`src/rtl/vme_bus_pkg.sv`:
```
// Shared definitions for the VME bus-ownership logic: requester state encoding,
// release-mode selectors and the default bus-grant timeout.
package vme_bus_pkg;

    typedef enum logic [2:0] {
        ST_IDLE    = 3'd0,
        ST_REQUEST = 3'd1,
        ST_OWN     = 3'd2,
        ST_PARKED  = 3'd3,
        ST_RELEASE = 3'd4
    } vme_state_e;

    localparam int RELEASE_RWD        = 32'sd0;
    localparam int RELEASE_ROR        = 32'sd1;
    localparam int BG_TIMEOUT_DEFAULT = 32'sd16;

endpackage

```
`src/rtl/vme_requester.sv`:
```
// VME requester: acquires the backplane over BR/BG/BBSY at a fixed level, holds it
// for the local master and releases it in release-when-done or release-on-request mode.
module vme_requester
    import vme_bus_pkg::*;
#(
    parameter int BR_LEVEL     = 1,
    parameter int RELEASE_MODE = RELEASE_RWD,
    parameter int BG_TIMEOUT   = BG_TIMEOUT_DEFAULT,
    parameter int BBSY_MIN     = 2
) (
    input  logic       clk,
    input  logic       reset_n,
    input  logic       req,
    input  logic       xfer_busy,
    output logic       grant,
    output logic       timeout_err,
    input  logic [3:0] vme_bgin_n,
    output logic [3:0] vme_bgout_n,
    input  logic [3:0] vme_br_in_n,
    output logic [3:0] vme_br_n,
    input  logic       vme_bbsy_in_n,
    output logic       vme_bbsy_n,
    input  logic       vme_bclr_n
);

    localparam int TW = $clog2(BG_TIMEOUT + 1);
    localparam int CW = $clog2(BBSY_MIN + 1);
    localparam logic [TW-1:0] TIMER_ONE = TW'(1'b1);
    localparam logic [TW-1:0] TIMER_MAX = TW'(BG_TIMEOUT);
    localparam logic [CW-1:0] CNT_ONE   = CW'(1'b1);
    localparam logic [CW-1:0] CNT_MAX   = CW'(BBSY_MIN);
    localparam logic [3:0]    L_MASK    = 4'b0001 << BR_LEVEL;
    localparam logic          ROR_MODE  = (RELEASE_MODE == RELEASE_ROR);

    vme_state_e    state_q, state_d;
    logic          bg_seen_q, bg_seen_d;
    logic [TW-1:0] timer_q, timer_d;
    logic [CW-1:0] cnt_q, cnt_d;
    logic          grant_q, grant_d;
    logic          timeout_err_q, timeout_err_d;
    logic [3:0]    br_n_q, br_n_d;
    logic          bbsy_n_q, bbsy_n_d;
    logic          bg_low_s;
    logic          other_req_s;

    assign bg_low_s    = ~vme_bgin_n[BR_LEVEL];
    assign other_req_s = ~&vme_br_in_n;

    // Our own grant level is only passed down the chain while idle (or held in reset).
    assign vme_bgout_n = vme_bgin_n | (((state_q == ST_IDLE) || !reset_n) ? 4'b0000 : L_MASK);

    // Next-state and next-output computation for the ownership state machine.
    always_comb begin
        state_d       = state_q;
        bg_seen_d     = bg_seen_q;
        timer_d       = timer_q;
        cnt_d         = cnt_q;
        grant_d       = grant_q;
        timeout_err_d = 1'b0;
        br_n_d        = br_n_q;
        bbsy_n_d      = bbsy_n_q;
        case (state_q)
            ST_IDLE: begin
                grant_d   = 1'b0;
                br_n_d    = 4'hF;
                bbsy_n_d  = 1'b1;
                bg_seen_d = 1'b0;
                // A grant still low from a previous tenure must drop before we re-request.
                if (req && vme_bgin_n[BR_LEVEL]) begin
                    state_d  = ST_REQUEST;
                    br_n_d   = ~L_MASK;
                    timer_d  = TIMER_ONE;
                end else begin
                    state_d  = ST_IDLE;
                end
            end
            ST_REQUEST: begin
                if (timer_q == TIMER_MAX) begin
                    state_d   = ST_IDLE;
                    br_n_d    = 4'hF;
                    bg_seen_d = 1'b0;
                end else if (bg_seen_q && bg_low_s && vme_bbsy_in_n) begin
                    state_d   = ST_OWN;
                    br_n_d    = 4'hF;
                    bbsy_n_d  = 1'b0;
                    grant_d   = 1'b1;
                    cnt_d     = CNT_ONE;
                    bg_seen_d = 1'b0;
                end else begin
                    bg_seen_d     = bg_low_s;
                    timer_d       = timer_q + TIMER_ONE;
                    timeout_err_d = (timer_q == (TIMER_MAX - TIMER_ONE));
                end
            end
            ST_OWN: begin
                grant_d  = 1'b1;
                bbsy_n_d = 1'b0;
                br_n_d   = 4'hF;
                if (cnt_q != CNT_MAX) begin
                    cnt_d = cnt_q + CNT_ONE;
                end else begin
                    cnt_d = cnt_q;
                end
                if ((cnt_q == CNT_MAX) && !xfer_busy) begin
                    if (!vme_bclr_n || (!req && (!ROR_MODE || other_req_s))) begin
                        state_d  = ST_RELEASE;
                        grant_d  = 1'b0;
                        bbsy_n_d = 1'b1;
                    end else if (!req) begin
                        state_d  = ST_PARKED;
                        grant_d  = 1'b0;
                    end else begin
                        state_d  = ST_OWN;
                    end
                end else begin
                    state_d = ST_OWN;
                end
            end
            ST_PARKED: begin
                grant_d  = 1'b0;
                bbsy_n_d = 1'b0;
                br_n_d   = 4'hF;
                if (req) begin
                    state_d = ST_OWN;
                    grant_d = 1'b1;
                    cnt_d   = CNT_ONE;
                end else if (other_req_s || !vme_bclr_n) begin
                    state_d  = ST_RELEASE;
                    bbsy_n_d = 1'b1;
                end else begin
                    state_d = ST_PARKED;
                end
            end
            ST_RELEASE: begin
                state_d  = ST_IDLE;
                grant_d  = 1'b0;
                bbsy_n_d = 1'b1;
                br_n_d   = 4'hF;
            end
            default: begin
                state_d   = ST_IDLE;
                grant_d   = 1'b0;
                bbsy_n_d  = 1'b1;
                br_n_d    = 4'hF;
                bg_seen_d = 1'b0;
            end
        endcase
    end

    // State and output registers with synchronous active-low reset.
    always_ff @(posedge clk) begin
        if (!reset_n) begin
            state_q       <= ST_IDLE;
            bg_seen_q     <= 1'b0;
            timer_q       <= '0;
            cnt_q         <= '0;
            grant_q       <= 1'b0;
            timeout_err_q <= 1'b0;
            br_n_q        <= 4'hF;
            bbsy_n_q      <= 1'b1;
        end else begin
            state_q       <= state_d;
            bg_seen_q     <= bg_seen_d;
            timer_q       <= timer_d;
            cnt_q         <= cnt_d;
            grant_q       <= grant_d;
            timeout_err_q <= timeout_err_d;
            br_n_q        <= br_n_d;
            bbsy_n_q      <= bbsy_n_d;
        end
    end

    assign grant       = grant_q;
    assign timeout_err = timeout_err_q;
    assign vme_br_n    = br_n_q;
    assign vme_bbsy_n  = bbsy_n_q;

endmodule

```
`config.mk`:
```
export PLATFORM = sky130hd
export DESIGN_NAME = vme_requester
export DESIGN_NICKNAME = d
export VERILOG_FILES = /design/src/rtl/vme_bus_pkg.sv /design/src/rtl/vme_requester.sv
export SDC_FILE = /design/constraint.sdc
export NUM_CORES = 1
export LEC_CHECK = 0
export BUFFER_PORTS_ARGS = -buffer_cell sky130_fd_sc_hd__buf_2
export CAP_MARGIN = 20
export CORE_MARGIN = 8
export CORE_UTILIZATION = 32
export DETAILED_ROUTE_END_ITERATION = 7
export HOLD_SLACK_MARGIN = 0.15
export PLACE_DENSITY = 0.63
export SYNTH_ARGS = -nofsm -noshare
export SYNTH_HDL_FRONTEND = slang
export SYNTH_SLANG_ARGS = --single-unit
```
`constraint.sdc`:
```
create_clock -name clk -period 4 [get_ports clk]
set_clock_uncertainty 0.15 [all_clocks]
set_input_delay 0.8 -clock clk [delete_from_list [all_inputs] [get_ports clk]]
set_output_delay 0.8 -clock clk [all_outputs]
set_load 0.05 [all_outputs]
```
; ---- Yosys cells after proc, flatten, opt, wreduce, memory -nomap -nowiden
; Index checks and enable logic that the tools add are counted.
[classes]
mux = 39
n_reduce_logical = 21
add_sub_neg = 2
n_bitwise = 4
n_eq_ne = 15
[ops]
columns = operator, n
row1 = $mux W3, 6
row2 = $mux W1, 15
row3 = $mux W5, 3
row4 = $mux W2, 6
row5 = $ne A2 B2 Y1 const B, 6
row6 = $pmux W3 S4, 1
row7 = $pmux W5 S2, 1
row8 = $mux W4, 2
row9 = $pmux W4 S2, 1
row10 = $reduce_and A4 Y1, 2
row11 = $eq A3 B2 Y1 const B, 2
row12 = $pmux W1 S3, 2
row13 = $pmux W2 S3, 1
row14 = $add A5 B1 Y5 const B, 1
row15 = $eq A5 B4 Y1 const B, 1
row16 = $eq A5 B5 Y1 const B, 1
row17 = $logic_not A1 Y1, 5
row18 = $reduce_and A5 Y1, 1
row19 = $logic_and A1 B1 Y1, 4
row20 = $or A4 B2 Y4, 1
row21 = $reduce_or A4 Y1, 1
row22 = $eq A3 B1 Y1 const B, 1
row23 = $eq A3 B3 Y1 const B, 1
row24 = $logic_not A3 Y1, 1
row25 = other kinds (11), 15
[totals]
regBits = 18
word_cells = 89

; ---- Logic depth before layout (Yosys ltp)
; Gate-level depths: netlist (run 1).
[depth]
word_depth = 6
depth_mapped = 6
depth_no_buf = 6

; ---- Worst setup path before layout (run 1)
; Ideal clock, no wire load.
[synth_timing]
path_kind = input -> output
startpoint = input port reset_n
endpoint = output port vme_bgout_n[1]
n_path_buf = 1
cell_stages = 3
slack_ns = 1.557
required_ns = 3.050
arrival_time_ns = 1.493
cell_sequence = clkbuf_1 -> o31ai_1 -> nand2b_1
[synth_via]
elab_chain_cells = 4
[synth_rtl]
columns = item, line
row1 = "start, declared", vme_requester.sv:12  ; input logic reset_n,
row2 = $logic_not A1 Y1, --
row3 = $logic_or A1 B1 Y1, vme_requester.sv:50  ; assign vme_bgout_n = vme_bgin_n | (((state_q == ST_IDLE) || !reset_n) ? 4'b0000 : L_MASK);
row4 = $mux W2, vme_requester.sv:50
row5 = $or A4 B2 Y4, vme_requester.sv:50
row6 = "end, declared", vme_requester.sv:18  ; output logic [3:0] vme_bgout_n,
; Every way passes these cells.

; ---- Final worst setup path (run 1)
; Same ends and word-level chain as after synthesis.

==> flow_metrics.tcl, run 1 <==
set metrics [dict create \
    postSynthAreaPerCell_um2 9.077 \
    drv_cap 0 \
    use_met1 0.08258 \
    p_int_w 0.0002034 \
    dp_hpwl_um 1671 \
    cp_cell_sequence "buf_2, o31ai_1, nand2b_1, buf_2" \
    power_frac_comb 0.144 \
    met2_usage 0.1668 \
    grt_usage 0.08932 \
    yosysMostFrequentCell "dfxtp_1" \
    synthFlopType "dfxtp_1" \
    synth_edf_count 0 \
    multi_input_area_um2 566.8 \
    dr.pass1.iters 4 \
    syn_inst 106 \
    grt_pass1_vias 846 \
    yosys.cell_types.count 43 \
    met3_usage 0.02966 \
    busiest_layer "met2" \
    status "complete, no violations" \
    stdcell_area_um2 1037 \
    area_growth_pct 7.802 \
    drt_iter0_markers 34 \
    drive_above_1_share 0.2650 \
    hold_ws_ns 0.3231 \
    critical_path_arrival_ns 1.44 \
    rsz0062_at_grt "false" \
    cp_num_buf_inv 2 \
    io_buffers 15 \
    p_seq_frac 0.546 \
    hold_class "reg2reg" \
    core_um2 2953 \
    netlist_area_um2 962.2 \
    yosysTopAreaCellShare 0.3121 \
    fillers 335 \
    p_leak_nw 0.4231 \
    root_buffer "clkbuf_4" \
    worstSetupEndpointType "primary output" \
    routed_wl_um 2142 \
    wl_per_cell_um 14.28 \
    rows 20 \
    avgViaCountPerCell 5.167 \
    seq_area_frac_synth 0.3121 \
    insertion_delay_ns 0.28 \
    clock-sinks 15 \
    die_x_um 70.84 \
    clockBufferDepth 2 \
    ctsHtreeMaxLevel 1 \
    worst_path_max_delay_cell "buf_2" \
    antenna_found_initial 0 \
    die_height_um 70.84 \
    fin_setup_tns_ns 0 \
    utilization 0.3513 \
    clock_power_share 0.310 \
    antenna_cells 0 \
    synthArstFlopShare 0 \
    route.detailed.drc 0 \
    holdPathStages 2 \
    cts_tree "yes" \
    place_inst 146 \
    rr_worst_depth 4 \
    numCtsBuffers 3 \
    finalNetCount 136 \
    max_stage_delay_ns 0.26 \
    cp_common_cell "buf_2" \
    layout.area.seq_um2 300.3 \
    p_sw_w 0.00008409 \
    yosys-top-cells-count "15 x dfxtp_1, 7 x and3_1, 7 x nand2_1, 7 x nor2_1" \
    overflow 0 \
    vias 775 \
    placed_area_um2 1010 \
    grt_first_pass_wirelength_um 3670 \
    die-area_um2 5018 \
    grt_max_degree 13 \
    drv_slew 0 \
    cellPowerDensity_nw_per_um2 277.1 \
    crit_type "in2out" \
    cts_hold_buf 0 \
    post_cts_resized 0 \
    yosys_warnings 0 \
    cp_num_cells 4 \
    place.gp.congestion 0.7631 \
    period_minus_slack_ns 2.390 \
    cp_top_family "buffers and inverters" \
    finalSetupViolations 0 \
    crit_path_max_fanout 12 \
    floorplan.initialDensity 0.3258 \
    post_cts.repair.setup_buffers 0 \
    cp.required_ns 3.05 \
    path_clk_slew_ns 0.09 \
    worstSetupStartpointType "input port" \
    vdd_drop_max_mv 0.08400 \
    synth_seq_cells 15 \
    fmax_mhz 418.4 \
    switching_share 0.2926 \
    synth_top_area_cell "dfxtp_1" \
    hold_viol 0 \
    stdcell_count 150 \
    period_share 0.5975 \
    ios 25 \
    ant_nets 0 \
    netlist_top_cells_area "dfxtp_1 31%, ha_1 5.2%, buf_4 4.7%" \
]
[worst min-delay path, delay by kind of cell, from the launching register on]
kind | cells | cell delay [ns]
flip-flops | 1 | 0.32
buffers and inverters | 1 | 0.06
AO/OA/AOI/OAI | 1 | 0.05
[path summary, 6_finish.rpt]
check	slack, ns	endpoint	startpoint
min reg2reg	0.32	vme_bbsy_n	vme_bbsy_n
max reg2reg	2.26	timer_q[0]	state_q[0]
min	0.32	vme_bbsy_n	vme_bbsy_n
max	1.61	vme_bgout_n[1]	reset_n
[area by class of cell]
class,instances,area share
Multi-Input combinational cell,76,0.5464
Inverter,7,0.02533
Tap cell,33,0.03981
Clock inverter,1,0.004825
Timing Repair Buffer,15,0.07238
Clock buffer,3,0.02171
Sequential cell,15,0.2895
[placed cells by master (no fill, tap or decap), drive strengths merged, types with 4 or more instances in the layout]
cell type,n
dfxtp,15
buf,15
and3,7
nand2,7
nor2,7
inv,7
nand3,6
o21ai,6
ha,4
a21oi,4
[registers in the layout, indices dropped and copies added (netlist names)]
name         count
state_q          3
timer_q          5
bg_seen_q        1
timeout_err      1
vme_bbsy_n       1
vme_br_n         1
cnt_q            2
grant            1
[power by group through the flow]
stage	clock network [W]	registers, W	logic, W
floorplan	0	0.000160	0.0000404
global placement	0	0.000160	0.0000403
detailed placement	0	0.000160	0.0000419
CTS	0.0000934	0.000157	0.0000421
global route	0.000101	0.000158	0.0000450
finish	0.0000891	0.000157	0.0000415
[kinds of logic (layout without fill, tap and decap cells)]
| logic type | after synthesis | count (layout) | share of synthesized area |
|---|---|---|---|
| xor+xnor | 2 | 2 | 0.01821 |
| flops | 15 | 15 | 0.3121 |
| compound gates | 23 | 23 | 0.1938 |
| simple gates | 44 | 44 | 0.3134 |
| fa+ha+maj | 4 | 4 | 0.05202 |
| other cells | 1 | 3 | 0.003897 |
| buf+inv | 17 | 26 | 0.1066 |
[per-layer routing]
metal | wire length, um | up-vias | part of all wire
met5 | 0 | - | 0
met4 | 27 | 0 | 0.013
li1 | - | 393 | -
met3 | 129 | 2 | 0.060
met2 | 1110 | 19 | 0.52
met1 | 875 | 361 | 0.41
[metrics by stage]
step / worst slack (ns) / total power (W)
floorplan: 1.557 / 0.0001999
global placement: 1.626 / 0.0002004
detailed placement: 1.599 / 0.0002021
CTS: 1.591 / 0.0002923
global route: 1.542 / 0.0003033
finish: 1.610 / 0.0002874
(Power assumes the default switching activity.)
==> run 2, diff against run 1 <==
- clock period: 4 -> 2.3 ns (I/O delays scaled with it)
==> run 2 against run 1 <==
  * Core utilization about the same
  * Flip-flop and latch count did not move
  * Wire length decreased by 5.2%
  * Die area stayed put
  * Setup slack worse by 1.2 ns
  * Sequential share of layout area barely moved
  * Final area is 0.12% lower
  * Power rose by 72%
  * Clock power increased by 67%
  * Count of clock-buffer cells in the layout is 1 higher
  * First-iteration DRC count up 29%
  * Hold slack got worse by 0.014 ns
  * Largest power group unchanged
==> flow_metrics.tcl, run 2 (synthesis gave the netlist of run 1 again) <==
set metrics [dict create \
    fmax_mhz 517.0 \
    crit_path_max_fanout 12 \
    rows 20 \
    path_clk_slew_ns 0.08 \
    antenna_cells 0 \
    vias 794 \
    regMostFlops "timer_q" \
    die-area_um2 5018 \
    use_met1 0.08462 \
    dp_hpwl_um 1663 \
    fin_setup_tns_ns 0 \
    top_regs "timer_q: 5 flops, state_q: 3 flops, cnt_q: 2 flops" \
    die_x_um 70.84 \
    multi_input_area_um2 566.8 \
    ios 25 \
    place.gp.congestion 0.7790 \
    layout.area.seq_um2 300.3 \
    grt_max_degree 13 \
    worst_path_max_delay_cell "dfxtp_1" \
    met3_usage 0.02966 \
    cp_top_family "flip-flops" \
    root_buffer "clkbuf_4" \
    wl_per_cell_um 13.54 \
    status "complete, no violations" \
    holdCritStartpoint "vme_bbsy_n" \
    cp_cell_sequence "o31ai_1, nand2b_1, buf_2" \
    antenna_found_initial 0 \
    fillers 331 \
    largest_reg_flops 5 \
    met2_usage 0.1596 \
    route.detailed.drc 0 \
    period_minus_slack_ns 1.934 \
    fin_total_pwr_w 0.0004931 \
    vdd_drop_max_mv 0.1803 \
    hold_class "reg2reg" \
    die_height_um 70.84 \
    drv_cap 0 \
    finalSetupViolations 0 \
    p_leak_nw 0.4204 \
    crit_path_start "state_q[0]" \
    drv_slew 0 \
    period_share 0.8409 \
    post_cts_resized 0 \
    crit_type "reg2out" \
    worstSetupEndpointType "primary output" \
    floorplan.initialDensity 0.3258 \
    grt_usage 0.08916 \
    cp.required_ns 1.69 \
    cellPowerDensity_nw_per_um2 475.9 \
    core_um2 2953 \
    cts_hold_buf 0 \
    grt_first_pass_wirelength_um 3636 \
    reg2reg_from "state_q[0]" \
    ctsHtreeMaxLevel 1 \
    hold_ws_ns 0.3093 \
    finalNetCount 136 \
    busiest_layer "met2" \
    drt_iter0_markers 44 \
    insertion_delay_ns 0.28 \
    ant_nets 0 \
    clock-sinks 15 \
    rsz0062_at_grt "false" \
    overflow 0 \
    critical_path_arrival_ns 1.32 \
    cts_tree "yes" \
    area_growth_pct 7.672 \
    clockBufferDepth 2 \
    dr.pass1.iters 4 \
    post_cts.repair.setup_buffers 0 \
    reg2reg_slack_ns 0.59 \
    numCtsBuffers 3 \
    max_stage_delay_ns 0.57 \
    io_buffers 15 \
    hold_viol 0 \
    cp_num_buf_inv 1 \
    avgViaCountPerCell 5.293 \
    worstSetupStartpointType "register" \
    layout_common_cells "15 x dfxtp_1, 15 x buf_2, 7 x and3_1, 7 x nand2_1, 7 x nor2_1" \
    utilization 0.3508 \
    grt_pass1_vias 843 \
    routed_wl_um 2031 \
    drive_above_1_share 0.2564 \
]
run 2: final timing paths:
check / cells after the start / end
worst max-delay path: 3 / vme_bgout_n[1]
worst min register to register: 2 / vme_bbsy_n
worst min-delay path: 2 / vme_bbsy_n
worst max register to register: 4 / timer_q[0]
run 2: stage by stage:
stage,instances,area (um^2),setup slack (ns)
6_report,150,1036,0.3659
5_1_grt,150,1036,0.2577
4_1_cts,150,1036,0.3534
3_5_place_dp,146,1010,0.5641
3_3_place_gp,146,1010,0.6004
2_1_floorplan,108,969.7,0.5371
run 2: where the power goes:
group          internal (W)  leakage (nW)  switching [W]
sequential         0.000265         0.122     0.00000758
combinational     0.0000240         0.284      0.0000479
clock             0.0000672        0.0150      0.0000815
total              0.000356         0.420       0.000137
run 2: metal layers:
metal	vias up	wire length, um	part of all wire
met5	-	0	0
met4	0	37	0.018
met3	4	127	0.063
met2	17	1046	0.52
met1	382	819	0.40
li1	391	-	-
run 2: area by class of cell:
cell class,count,area share
Multi-Input combinational cell,76,0.5471
Timing Repair Buffer,15,0.07246
Tap cell,33,0.03986
Inverter,7,0.02536
Sequential cell,15,0.2899
Clock buffer,4,0.02536
run 2: tightest hold or removal path, delay by kind of cell, from the launching register on:
family	cells	cell delay [ns]
buffers and inverters	1	0.06
AO/OA/AOI/OAI	1	0.05
flip-flops	1	0.31
==> run 3, diff against run 2 <==
- ABC_AREA: unset -> 1
- PLACE_DENSITY: 0.63 -> 0.65
- clock period: 2.3 -> 1.6 ns (I/O delays scaled with it)
==> run 3 against run 2 <==
  * Hold slack got worse by 0.089 ns
  * First-iteration DRC count increased by 11%
  * The run now ends with negative setup slack left
  * Power increased by 55%
  * Combinational power up 110%
  * Count of clock-buffer cells in the layout is the same
  * Core utilization rose by 4.8 points
  * Final cell count rose by 28%
  * Largest power group unchanged
  * Register-to-register slack got worse by 0.48 ns
  * Die area decreased by 3.8%
  * Highest routed layer unchanged
==> flow_metrics.tcl, run 3 <==
set metrics [dict create \
    root_buffer "clkbuf_4" \
    area_growth_pct 19.29 \
    die_x_um 69.46 \
    syn_inst 140 \
    netlist_top_cells_area "dfxtp_1 33%, nand2_1 14%, inv_1 9.0%" \
    yosys_warnings 0 \
    layout_common_cells "33 x nand2_1, 20 x inv_1, 15 x nor2_1" \
    finalNetCount 180 \
    grt_usage 0.08511 \
    dr_wl_met2_um 1081 \
    hold_end "bg_seen_q" \
    die-area_um2 4825 \
    reg2reg_slack_ns 0.11 \
    place_inst 186 \
    worstSetupStartpointType "register" \
    worstSetupEndpointType "primary output" \
    clockBufferDepth 2 \
    hold_ws_ns 0.2202 \
    insertion_delay_ns 0.28 \
    yosysTopAreaCellShare 0.3283 \
    cts_hold_buf 0 \
    antenna_cells 0 \
    p_leak_nw 0.5177 \
    reg2reg_to "timer_q[2]" \
    ctsHtreeMaxLevel 1 \
    crit_path_max_fanout 2 \
    seq_area_frac_synth 0.3283 \
    wl_met3_um 113 \
    hold_viol 0 \
    yosys-top-cells-count "35 x nand2_1, 22 x inv_1, 16 x nor2_1" \
    finalWorstSetupSlack_ns -0.004709 \
    cts_tree "yes" \
    route.detailed.drc 0 \
    synth_top_area_cell "dfxtp_1" \
    critical_path_arrival_ns 1.13 \
    yosys.cell_types.count 20 \
    core_um2 2734 \
    die_height_um 69.46 \
    wl_per_cell_um 11.39 \
    synth_edf_count 0 \
    synthArstFlopShare 0 \
    antenna_found_initial 0 \
    reg2reg_from "timer_q[0]" \
    grt_first_pass_wirelength_um 3553 \
    numCtsBuffers 3 \
    yosysMostFrequentCell "nand2_1" \
    vias 893 \
    holdPathStages 4 \
    vdd_drop_max_mv 0.3000 \
    netlist_area_um2 914.6 \
    largest_reg_flops 5 \
    layout_commonest_cell "nand2_1" \
    routed.top_layer "met4" \
    place.gp.congestion 0.8893 \
    drt_iter0_markers 49 \
    violations "negative setup slack" \
    wirelength_met1_um 968 \
    grt_pass1_vias 841 \
    regMostFlops "timer_q" \
    fmax_mhz 623.2 \
    stdcell_count 192 \
    drive_above_1_share 0.2919 \
    io_buffers 15 \
    overflow 0 \
    avgViaCountPerCell 4.651 \
    rsz0062_at_grt "true" \
    period_share 1.003 \
    synth_seq_cells 15 \
    rows 19 \
    top_regs "timer_q: 5 flops, state_q: 3 flops, cnt_q: 2 flops" \
    hold_class "in2reg" \
    holdCritStartpoint "vme_bgin_n[1]" \
    rr_worst_depth 8 \
    routed_wl_um 2187 \
    grt_max_degree 12 \
    status "complete, but fails checks" \
    cellPowerDensity_nw_per_um2 698.2 \
    synthFlopType "dfxtp_1" \
    cp.required_ns 1.13 \
    period_minus_slack_ns 1.605 \
    drv_cap 0 \
    dp_slack_ns 0.07462 \
    path_clk_slew_ns 0.09 \
    floorplan.initialDensity 0.3346 \
    finalSetupViolations 1 \
    ios 25 \
    crit_type "reg2out" \
    dp_hpwl_um 1678 \
    dr.pass1.iters 4 \
    ant_nets 0 \
    postSynthAreaPerCell_um2 6.533 \
    clock-sinks 15 \
    drv_slew 0 \
]
run 3: repair_timing:
item,in CTS,in global routing
resized for setup,5,8
setup buffers,1,1
endpoints found under the setup margin,1,8
pin swaps,0,5
run 3: final cells by class:
type | instances | area, um^2
Clock buffer | 4 | 26.28
Fill cell | 289 | 1643
Inverter | 24 | 90.09
Multi-Input combinational cell | 96 | 496.7
Sequential cell | 15 | 305.3
Tap cell | 31 | 38.79
Timing Repair Buffer | 22 | 133.9
run 3: how the worst max path moves through the flow:
stage / start / end / slack [ns] / depth (start not counted)
2_1_floorplan: state_q[1] / vme_bgout_n[1] / 0.10 / 4
3_3_place_gp: state_q[0] / vme_bgout_n[1] / 0.15 / 5
3_5_place_dp: timer_q[0] / cnt_q[0] / 0.07 / 10
4_1_cts: state_q[1] / vme_bgout_n[1] / 0.01 / 5
5_1_grt: state_q[1] / vme_bgout_n[1] / -0.07 / 5
6_report: state_q[1] / vme_bgout_n[1] / -0.005 / 5
run 3: metal layers:
metal  GRT usage  vias up
met2      0.1475       17
met4     0.03189        0
met3     0.03004        3
met1     0.09209      405
met5           0        -
li1            -      468
run 3: worst max-delay path, cell delays in order, from the launching register on:
cell,delay [ns]
dfxtp_2,0.34
inv_1,0.05
nand2_2,0.08
nor2_4,0.05
o21ai_2,0.15
buf_6,0.18
run 3: report_power, final:
group / total (W) / internal [W] / switching, W
sequential: 0.000390 / 0.000384 / 0.00000568
clock: 0.000220 / 0.0000970 / 0.000123
combinational: 0.000152 / 0.0000510 / 0.000101
total: 0.000762 / 0.000532 / 0.000230
run 3: through the flow:
step | util | total power (W) | TNS, ns | instance area [um^2]
CTS | 0.3899 | 0.0007596 | 0 | 1066
detailed placement | 0.3735 | 0.0005320 | 0 | 1021
global route | 0.3991 | 0.0008037 | -0.07405 | 1091
global placement | 0.3735 | 0.0005289 | 0 | 1021
finish | 0.3991 | 0.0007618 | -0.004709 | 1091
floorplan | - | 0.0005153 | 0 | 925.9
run 3: logic make-up (layout without fill, tap and decap cells):
logic type      after synthesis  in the layout  share of synthesized area
simple gates                 78             78                     0.3913
buf+inv                      31             50                     0.1601
flops                        15             15                     0.3283
compound gates               11             11                    0.06156
fa+ha+maj                     4              4                    0.05472
other cells                   1              3                   0.004100
